File: src/rtl/instr_fetch_unit.sv
// ============================================================================
// Module  : instr_fetch_unit
// Brief   : Single-outstanding instruction fetch with a one-entry IF buffer.
// Revision: 1.0 - initial release
// ============================================================================
`timescale 1ns/1ps
`default_nettype none

module instr_fetch_unit #(
  parameter int RESET_IDLE_CYCLES = 1
) (
  input  logic        clk,
  input  logic        rst,
  input  logic [31:0] pc_in,
  input  logic        flush,
  output logic        pc_advance,
  output logic        imem_req_valid,
  output logic [31:0] imem_req_addr,
  input  logic        imem_req_ready,
  input  logic        imem_resp_valid,
  input  logic [31:0] imem_resp_data,
  output logic        if_valid,
  output logic [31:0] if_instr,
  output logic [31:0] if_pc,
  input  logic        if_ready,
  output logic        misalign_fault
);

  localparam logic [2:0] c_IDLE  = 3'd0;
  localparam logic [2:0] c_REQ   = 3'd1;
  localparam logic [2:0] c_WAIT  = 3'd2;
  localparam logic [2:0] c_FULL  = 3'd3;
  localparam logic [2:0] c_DRAIN = 3'd4;

  localparam int               c_CNT_W     = (RESET_IDLE_CYCLES > 1) ? $clog2(RESET_IDLE_CYCLES) : 1;
  localparam logic [c_CNT_W-1:0] c_IDLE_LAST = c_CNT_W'(RESET_IDLE_CYCLES - 1);

  logic [2:0]         r_state;
  logic [2:0]         w_state_nxt;
  logic [c_CNT_W-1:0] r_idle_cnt;
  logic [31:0]        r_pend_pc;
  logic               r_if_valid;
  logic [31:0]        r_if_instr;
  logic [31:0]        r_if_pc;
  logic               w_aligned;
  logic               w_req_hs;

  assign w_aligned      = (pc_in[1:0] == 2'b00);
  assign imem_req_valid = (r_state == c_REQ) && w_aligned && !flush;
  assign imem_req_addr  = (r_state == c_REQ) ? pc_in : 32'd0;
  assign misalign_fault = (r_state == c_REQ) && !w_aligned;
  assign w_req_hs       = imem_req_valid && imem_req_ready;
  assign pc_advance     = (r_state == c_WAIT) && imem_resp_valid && !flush;

  assign if_valid = r_if_valid;
  assign if_instr = r_if_instr;
  assign if_pc    = r_if_pc;

  always_comb begin
    w_state_nxt = r_state;
    case (r_state)
      c_IDLE:  if (r_idle_cnt == c_IDLE_LAST) w_state_nxt = c_REQ;
      // req_valid is masked by flush, so a flush in REQ can never carry an acceptance
      c_REQ:   if (w_req_hs) w_state_nxt = c_WAIT;
      c_WAIT: begin
        if (flush)                w_state_nxt = imem_resp_valid ? c_REQ : c_DRAIN;
        else if (imem_resp_valid) w_state_nxt = c_FULL;
      end
      c_FULL:  if (flush || if_ready) w_state_nxt = c_REQ;
      // flush does not alter draining; the orphaned response is still consumed
      c_DRAIN: if (imem_resp_valid) w_state_nxt = c_REQ;
      default: w_state_nxt = c_IDLE;
    endcase
  end

  always_ff @(posedge clk) begin
    if (rst) begin
      r_state    <= c_IDLE;
      r_idle_cnt <= '0;
      r_pend_pc  <= 32'd0;
      r_if_valid <= 1'b0;
      r_if_instr <= 32'd0;
      r_if_pc    <= 32'd0;
    end else begin
      r_state <= w_state_nxt;
      if (r_state == c_IDLE && r_idle_cnt != c_IDLE_LAST)
        r_idle_cnt <= r_idle_cnt + 1'b1;
      if (w_req_hs)
        r_pend_pc <= pc_in;
      if (pc_advance) begin
        r_if_valid <= 1'b1;
        r_if_instr <= imem_resp_data;
        r_if_pc    <= r_pend_pc;
      end else if (r_state == c_FULL && (flush || if_ready)) begin
        r_if_valid <= 1'b0;
      end
    end
  end

endmodule

`default_nettype wire

File: config.mk
export PLATFORM = sky130hd
export DESIGN_NAME = instr_fetch_unit
export DESIGN_NICKNAME = d
export VERILOG_FILES = /design/src/rtl/instr_fetch_unit.sv
export SDC_FILE = /design/constraint.sdc
export NUM_CORES = 1
export LEC_CHECK = 0
export CAP_MARGIN = 20
export CORE_MARGIN = 3
export CORE_UTILIZATION = 30
export CTS_CLUSTER_SIZE = 20
export DETAILED_ROUTE_END_ITERATION = 16
export HOLD_SLACK_MARGIN = 0.15
export PLACE_DENSITY_LB_ADDON = 0.15
export RECOVER_POWER = 25
export SLEW_MARGIN = 5
export SYNTH_ARGS = -nofsm -noshare
export SYNTH_HDL_FRONTEND = slang
export SYNTH_SLANG_ARGS = --single-unit
File: constraint.sdc
create_clock -name clk -period 3.8 [get_ports clk]
set_input_delay 0.76 -clock clk [delete_from_list [all_inputs] [get_ports clk]]
set_output_delay 0.76 -clock clk [all_outputs]
set_load 0.01 [all_outputs]
[Yosys cells after proc, flatten, opt, wreduce, memory -nomap -nowiden]
Cells that the tools add are included.
Operators by class
  add/sub/neg operators: 1
  $mul: 0
  div/mod/pow operators: 0
  $lt $le $gt $ge: 0
  eq/ne operators: 9
  shift operators: 0
  multiplexer cells: 11
  bitwise operators: 0
  reductions and logical operators: 15
Operators by type and width (number)
  $mux 32: 1
  $mux 3: 7
  $pmux 3 s5: 1
  $logic_and 1x1->1: 8
  $ne 2x2->1 const B: 4
  $eq 3x2->1 const B: 2
  $reduce_and 5->1: 1
  $eq 3x1->1 const B: 1
  $eq 3x3->1 const B: 1
  $logic_not 3->1: 1
  $ne 3x3->1 const B: 1
  $logic_not 1->1: 2
  $logic_not 2->1: 1
  $mux 1: 2
  $reduce_bool 2->1: 1
  $add 1x1->1 const B: 1
  $logic_or 1x1->1: 1
Word-level totals
  register bits after elaboration: 101
  latch bits: 0
  memory bits (writable): 0
  memory bits (read-only): 0
  input bits: 70
  output and inout bits: 100
  word-level logic and storage cells: 42
  memories kept: 0

[Longest topological paths before layout]
Gate-level depths: netlist (run 1).
  depth after elaboration: 6
  depth in mapped cells: 7

[Least setup slack after synthesis (run 1)]
No wires, ideal clock.
  path type: input to output
  from: input port flush
  to: output port pc_advance
  data arrival time: 1643 ps
  required time: 3040 ps
  slack: 1397 ps
  cell stages on the path: 4
  cells stage by stage: or4b_4 buf_6 inv_12 buf_12
On the way
  longest elaborated chain between the ends: 2
RTL lines
  start, declared: RTL line 15  | input logic flush,
  $logic_not 1->1: RTL line 53  | assign pc_advance = (r_state == c_WAIT) && imem_resp_valid && !flush;
  $logic_and 1x1->1: RTL line 53
  end, declared: RTL line 16  | output logic pc_advance,
No other way between the ends.

[Worst setup path after layout (run 1)]
Same ends and word-level chain as after synthesis.

==> results of run 1 <==
## metal layers
metal	GRT usage, %	vias up	part of all wire, %
met4	4.77	0	1.5
li1	-	1752	-
met1	16.2	1543	46
met2	19.6	117	44
met5	0	-	0
met3	4.63	11	8.0
## critical path: stages
cell and delay, ns:
clkdlybuf4s50_1 0.48, or4b_4 0.62, inv_12 0.07, clkdlybuf4s50_1 0.54
## through the flow
stage	setup WS [ns]	utilization (%)	hold slack, ns	total power [mW]	cells
finish	0.558	44.7	0.468	2.19	786
global route	0.271	44.7	0.485	2.29	786
CTS	0.552	44.5	0.475	2.24	784
detailed placement	0.555	42.6	0.460	1.33	769
global placement	0.568	42.6	0.453	1.32	769
floorplan	1.40	-	0.447	1.19	447
## power breakdown
part / switching, mW / internal (mW) / leakage, nW
registers: 0.00323 / 1.06 / 0.814
clock network: 0.379 / 0.507 / 0.134
logic: 0.0820 / 0.151 / 1.43
## cell usage in the layout (no fill, tap or decap)
cell	netlist	final
clkbuf_16	0	9
nor4_1	1	1
o221a_2	1	1
buf_4	1	3
o21ai_0	2	2
nor2_1	1	1
or4b_4	1	1
nor3_1	2	2
nand2b_1	159	159
a21oi_1	4	4
nand2b_4	1	1
a211oi_1	1	1
clkbuf_2	0	1
bufinv_16	0	1
o21bai_1	1	1
and3_2	0	1
mux2_2	1	1
clkdlybuf4s50_1	0	123
dfxtp_1	101	101
and2_1	33	33
dlygate4sd3_1	0	45
nor3b_1	3	3
nor3b_4	0	1
o21ba_1	1	1
nor2b_1	1	1
mux2i_1	94	94
nand2_1	1	1
o21a_1	1	1
inv_12	1	1
clkbuf_1	21	5
clkinv_2	0	1
buf_16	0	1
## state kept, by name, indices dropped and copies added, names as in the netlist
register and flops:
if_instr 32, if_pc 32, if_valid 1, r_idle_cnt 1, r_pend_pc 32, r_state 3
## cells by family after synthesis
family	Yosys count	share of synthesized area [%]
and+or+nand+nor	205	28.1
AOI/OAI and AO/OA	11	1.60
muxes	95	20.6
buffers and inverters	35	6.01
DFF	101	43.7
## layout make-up
| cell class | count | area, µm² |
|---|---|---|
| multi-input combinational | 311 | 2330 |
| tap | 184 | 230 |
| inverter | 1 | 16.3 |
| clock buffer | 13 | 240 |
| clock inverter | 2 | 35.0 |
| sequential | 101 | 2020 |
| fill | 1415 | 8190 |
| timing repair buffer | 174 | 1740 |
## how the worst max path moves through the flow
stage | from | endpoint | slack, ns | cells after the start
after CTS | flush | pc_advance | 0.55 | 4
after detailed placement | flush | pc_advance | 0.56 | 4
final | flush | pc_advance | 0.56 | 4
after global routing | rst | r_pend_pc[31]$_SDFFE_PP0P_ | 0.27 | 4
after global placement | flush | pc_advance | 0.57 | 4
after floorplan | flush | pc_advance | 1.40 | 4
==> impl_metrics.yaml, run 1 <==
outcome:
  status: "complete, but fails checks"
  violations: "capacitance limit, slew limit"
cts:
  cts.htree.levels: 3
  cts-root-buf: "clkbuf_16"
  clock_latency_ns: 0.35
  cts_buffers: 9
  cts_tree: "built"
  cts_resized: 0
  clk_pin_slew_ns: 0.06
  cts_hold_buf: 0
  cts.sinks: 101
  post_cts_buffers: 0
  cts_max_path_buffers: 2
floorplan:
  io_pins: 170
  initial_core_util_pct: 31.2
  dieArea_um2: 16900
  coreArea_um2: 14800
  die_height_um: 130
  die_w_um: 130
  num_rows: 44
hold_path:
  holdPathEnd: "if_instr[31]$_SDFFE_PP0P_"
  min_path_type: "reg2reg"
  whs_path_depth: 2
  min_from: "if_instr[31]$_SDFFE_PP0P_"
logic_synthesis:
  synth-edff-count: 0
  syn-num-nets: 517
  synth.avg_cell_area_um2: 10.3
  syn_inst: 447
  yosysWarnings: 0
  ys_types: 28
  yosysTopAreaCell: "dfxtp_1"
  synth.area.top_cells: "dfxtp_1, nand2b_1, mux2i_1"
  netlist_area_um2: 4630
  synthTopCellsByCount: "nand2b_1, dfxtp_1, mux2i_1, and2_1, clkbuf_1"
  yosysMostFrequentCell: "nand2b_1"
  async_flop_share_pct: 0
  ys_ff_latch: 101
  ys.flop_type: "dfxtp_1"
  ys_seq_area_share_pct: 43.7
  yosysTopAreaCellShare_pct: 43.7
pwr:
  leakage_nw: 2.38
  ir_worst_vdd_mv: 0.200
  power_density_nw_per_um2: 330
routing:
  vias_per_cell: 4.35
  drc: 0
  first_iter_violations: 90
  dr_total_vias: 3423
  first_pass_iters: 4
  totalWireLength_mm: 10.9
  antenna_left: 0
  wl_per_cell_um: 13.9
setup_path:
  critPathArrivalTime_ns: 2.48
  cp.required_ns: 3.04
  cp_max_fo: 5
  endpoint_kind: "output pin"
  critPathKind: "in2out"
  rr_endpoint: "if_pc[5]$_SDFFE_PP0P_"
  r2r-start: "r_state[1]$_SDFFE_PP0P_"
  r2r_setup_slack_ns: 1.43
  reg2reg_depth: 6
  start_kind: "primary input"
placement:
  finalWeightedCongestion: 0.717
  dp_hpwl_mm: 7.16
  portBuffers: 169
  dpl_cell_area_um2: 6310
global_routing:
  antenna_found_initial: 0
  grt_overflow: 0
  grt_pass1_vias: 3326
  grt_max_degree: 166
  grt.total_usage_pct: 12.7
  grt_pass1_wl_mm: 17.0
layout:
  final_nets: 668
  final_area_um2: 6620
  drive_gt1_share_pct: 3.82
  area_delta_synth_final_pct: 43.1
  diodes: 0
timing:
  setup_viol_count_final: 0
  fmax_ghz: 0.308
  fin_tns_setup_ns: 0
  min_period_over_period_pct: 85.3
  maxSlewHeadroom_pct: -19.8
  fin_skew_ns: 0.00693
  finalCriticalPeriod_ns: 3.24
  grt_setup_unrepaired: "false"
  maxSlewViolCount: 131
  hold_viol: 0
  worst_pin_slew_ns: 1.80
job:
  max_cap_violations: 1
Power figures use the tool's default switching activity.
==> run 2, diff against run 1 <==
--- a/config.mk
+++ b/config.mk
@@ -13,7 +13,7 @@
 export HOLD_SLACK_MARGIN = 0.15
 export PLACE_DENSITY_LB_ADDON = 0.15
 export RECOVER_POWER = 25
-export SLEW_MARGIN = 5
 export SYNTH_ARGS = -nofsm -noshare
 export SYNTH_HDL_FRONTEND = slang
 export SYNTH_SLANG_ARGS = --single-unit
+export TNS_END_PERCENT = 100
==> results of run 2 <==
No change in the layout: final DEF, timing and power equal those of run 1.
==> run 3, diff against run 2 <==
==> constraint.sdc (replaced) <==
create_clock -name clk -period 2.9 [get_ports clk]
set_input_delay 0.58 -clock clk [delete_from_list [all_inputs] [get_ports clk]]
set_output_delay 0.58 -clock clk [all_outputs]
set_load 0.01 [all_outputs]
==> run 3 against run 2 <==
Largest cell class unchanged; wire length decreased by 0.53%; setup slack worse by 0.51 ns; hold slack lost 0.0010 ns; highest routed layer unchanged; the flow now finishes without violations; global-route usage increased by 0.16 points.
==> impl_metrics.yaml, run 3 (same netlist as run 1, synthesis figures left out) <==
cts:
  cts_buffers: 9
  cts_max_path_buffers: 2
  cts_resized: 0
  cts-root-buf: "clkbuf_16"
  cts_hold_buf: 0
  clock_latency_ns: 0.35
  cts_tree: "built"
  clk_pin_slew_ns: 0.06
  post_cts_buffers: 0
  cts.htree.levels: 3
  cts.sinks: 101
timing:
  min_period_over_period_pct: 98.2
  maxSlewViolCount: 0
  finalCriticalPeriod_ns: 2.85
  fin_hold_ws_ns: 0.467
  setup_viol_count_final: 0
  maxSlewHeadroom_pct: 67.0
  setup_slack_ns: 0.0508
  worst_pin_slew_ns: 0.496
  fmax_ghz: 0.351
  grt_setup_unrepaired: "false"
  fin_tns_setup_ns: 0
  hold_viol: 0
  fin_skew_ns: 0.00532
setup_path:
  critPathArrivalTime_ns: 2.27
  critical_path_buf_inv_count: 3
  crit_family: "buffers and inverters"
  cp_max_fo: 4
  start_kind: "primary input"
  path_cells: "clkdlybuf4s50_1 > or4b_4 > inv_12 > clkdlybuf4s50_1"
  critPathKind: "in2out"
  cp.required_ns: 2.32
  slowest_delay_ns: 0.55
  cpMostUsedCell: "clkdlybuf4s50_1"
  endpoint_kind: "output pin"
  cpMaxStageDelayCell: "clkdlybuf4s50_1"
routing:
  totalWireLength_mm: 10.9
  first_iter_violations: 82
  antenna_left: 0
  vias_per_cell: 4.35
  drc: 0
  wl_per_cell_um: 13.8
  dr_total_vias: 3433
  first_pass_iters: 4
job:
  max_cap_violations: 0
global_routing:
  grt.total_usage_pct: 12.9
  grt_pass1_wl_mm: 17.3
  grt_pass1_vias: 3426
  antenna_found_initial: 0
  grt_overflow: 0
  grt_max_degree: 68
placement:
  portBuffers: 169
  pre_cts_ws_ns: 0.0431
  dp.cells: 774
  dp_hpwl_mm: 7.46
  dpl_cell_area_um2: 6390
  finalWeightedCongestion: 0.706
pwr:
  ir_worst_vdd_mv: 0.280
  leakage_nw: 2.43
  power_density_nw_per_um2: 459
floorplan:
  die_w_um: 130
  coreArea_um2: 14800
  dieArea_um2: 16900
  die_height_um: 130
  io_pins: 170
  num_rows: 44
  initial_core_util_pct: 31.2
layout:
  final_nets: 671
  final_area_um2: 6730
  drive_gt1_share_pct: 4.79
  fin_cells: 790
  layout.cells.most_common: "nand2b_1"
  diodes: 0
  area_delta_synth_final_pct: 45.4
  final_cell_mix: "nand2b_1, clkdlybuf4s50_1, dfxtp_1"
hold_path:
  min_path_type: "reg2reg"
outcome:
  status: "complete, no violations"
[run 3: path summary, 6_finish.rpt]
kind                                                start                   endpoint  slack, ns  cells past startpoint
worst max-delay path                      imem_resp_valid                 pc_advance       0.05                      4
worst min-delay path            if_instr[15]$_SDFFE_PP0P_  if_instr[15]$_SDFFE_PP0P_       0.47                      2
worst max register to register    r_state[1]$_SDFFE_PP0P_      if_pc[8]$_SDFFE_PP0P_       0.90                      5
worst min register to register  if_instr[15]$_SDFFE_PP0P_  if_instr[15]$_SDFFE_PP0P_       0.47                      2
[run 3: stage by stage]
stage | util, % | power [mW]
floorplan | - | 1.56
finish | 45.4 | 3.09
CTS | 45.4 | 3.15
global placement | 43.1 | 1.74
global route | 45.4 | 3.22
detailed placement | 43.1 | 1.74
[run 3: per-layer routing]
metal / GRT usage, % / part of all wire [%] / vias to the layer above
li1: - / - / 1758
met1: 15.9 / 45 / 1560
met2: 20.5 / 45 / 108
met3: 5.40 / 8.2 / 7
met4: 3.85 / 1.0 / 0
met5: 0 / 0 / -
[run 3: layout make-up]
| class | instances | area (µm²) |
|---|---|---|
| Fill cell | 1411 | 8080 |
| Multi-Input combinational cell | 311 | 2330 |
| Sequential cell | 101 | 2020 |
| Timing Repair Buffer | 177 | 1780 |
| Clock buffer | 12 | 246 |
| Tap cell | 184 | 230 |
| Clock inverter | 4 | 95.1 |
| Inverter | 1 | 16.3 |
[run 3: power breakdown]
part           internal [mW]  total (mW)  switching, mW  leakage, nW
Clock                  0.867        1.38          0.513        0.167
Sequential              1.39        1.40        0.00422        0.814
Combinational          0.200       0.308          0.108         1.45
[run 3: worst min-delay path: stages, from the launching register on]
cell and delay, ns:
dfxtp_1 0.31, nand2b_1 0.06, mux2i_1 0.06
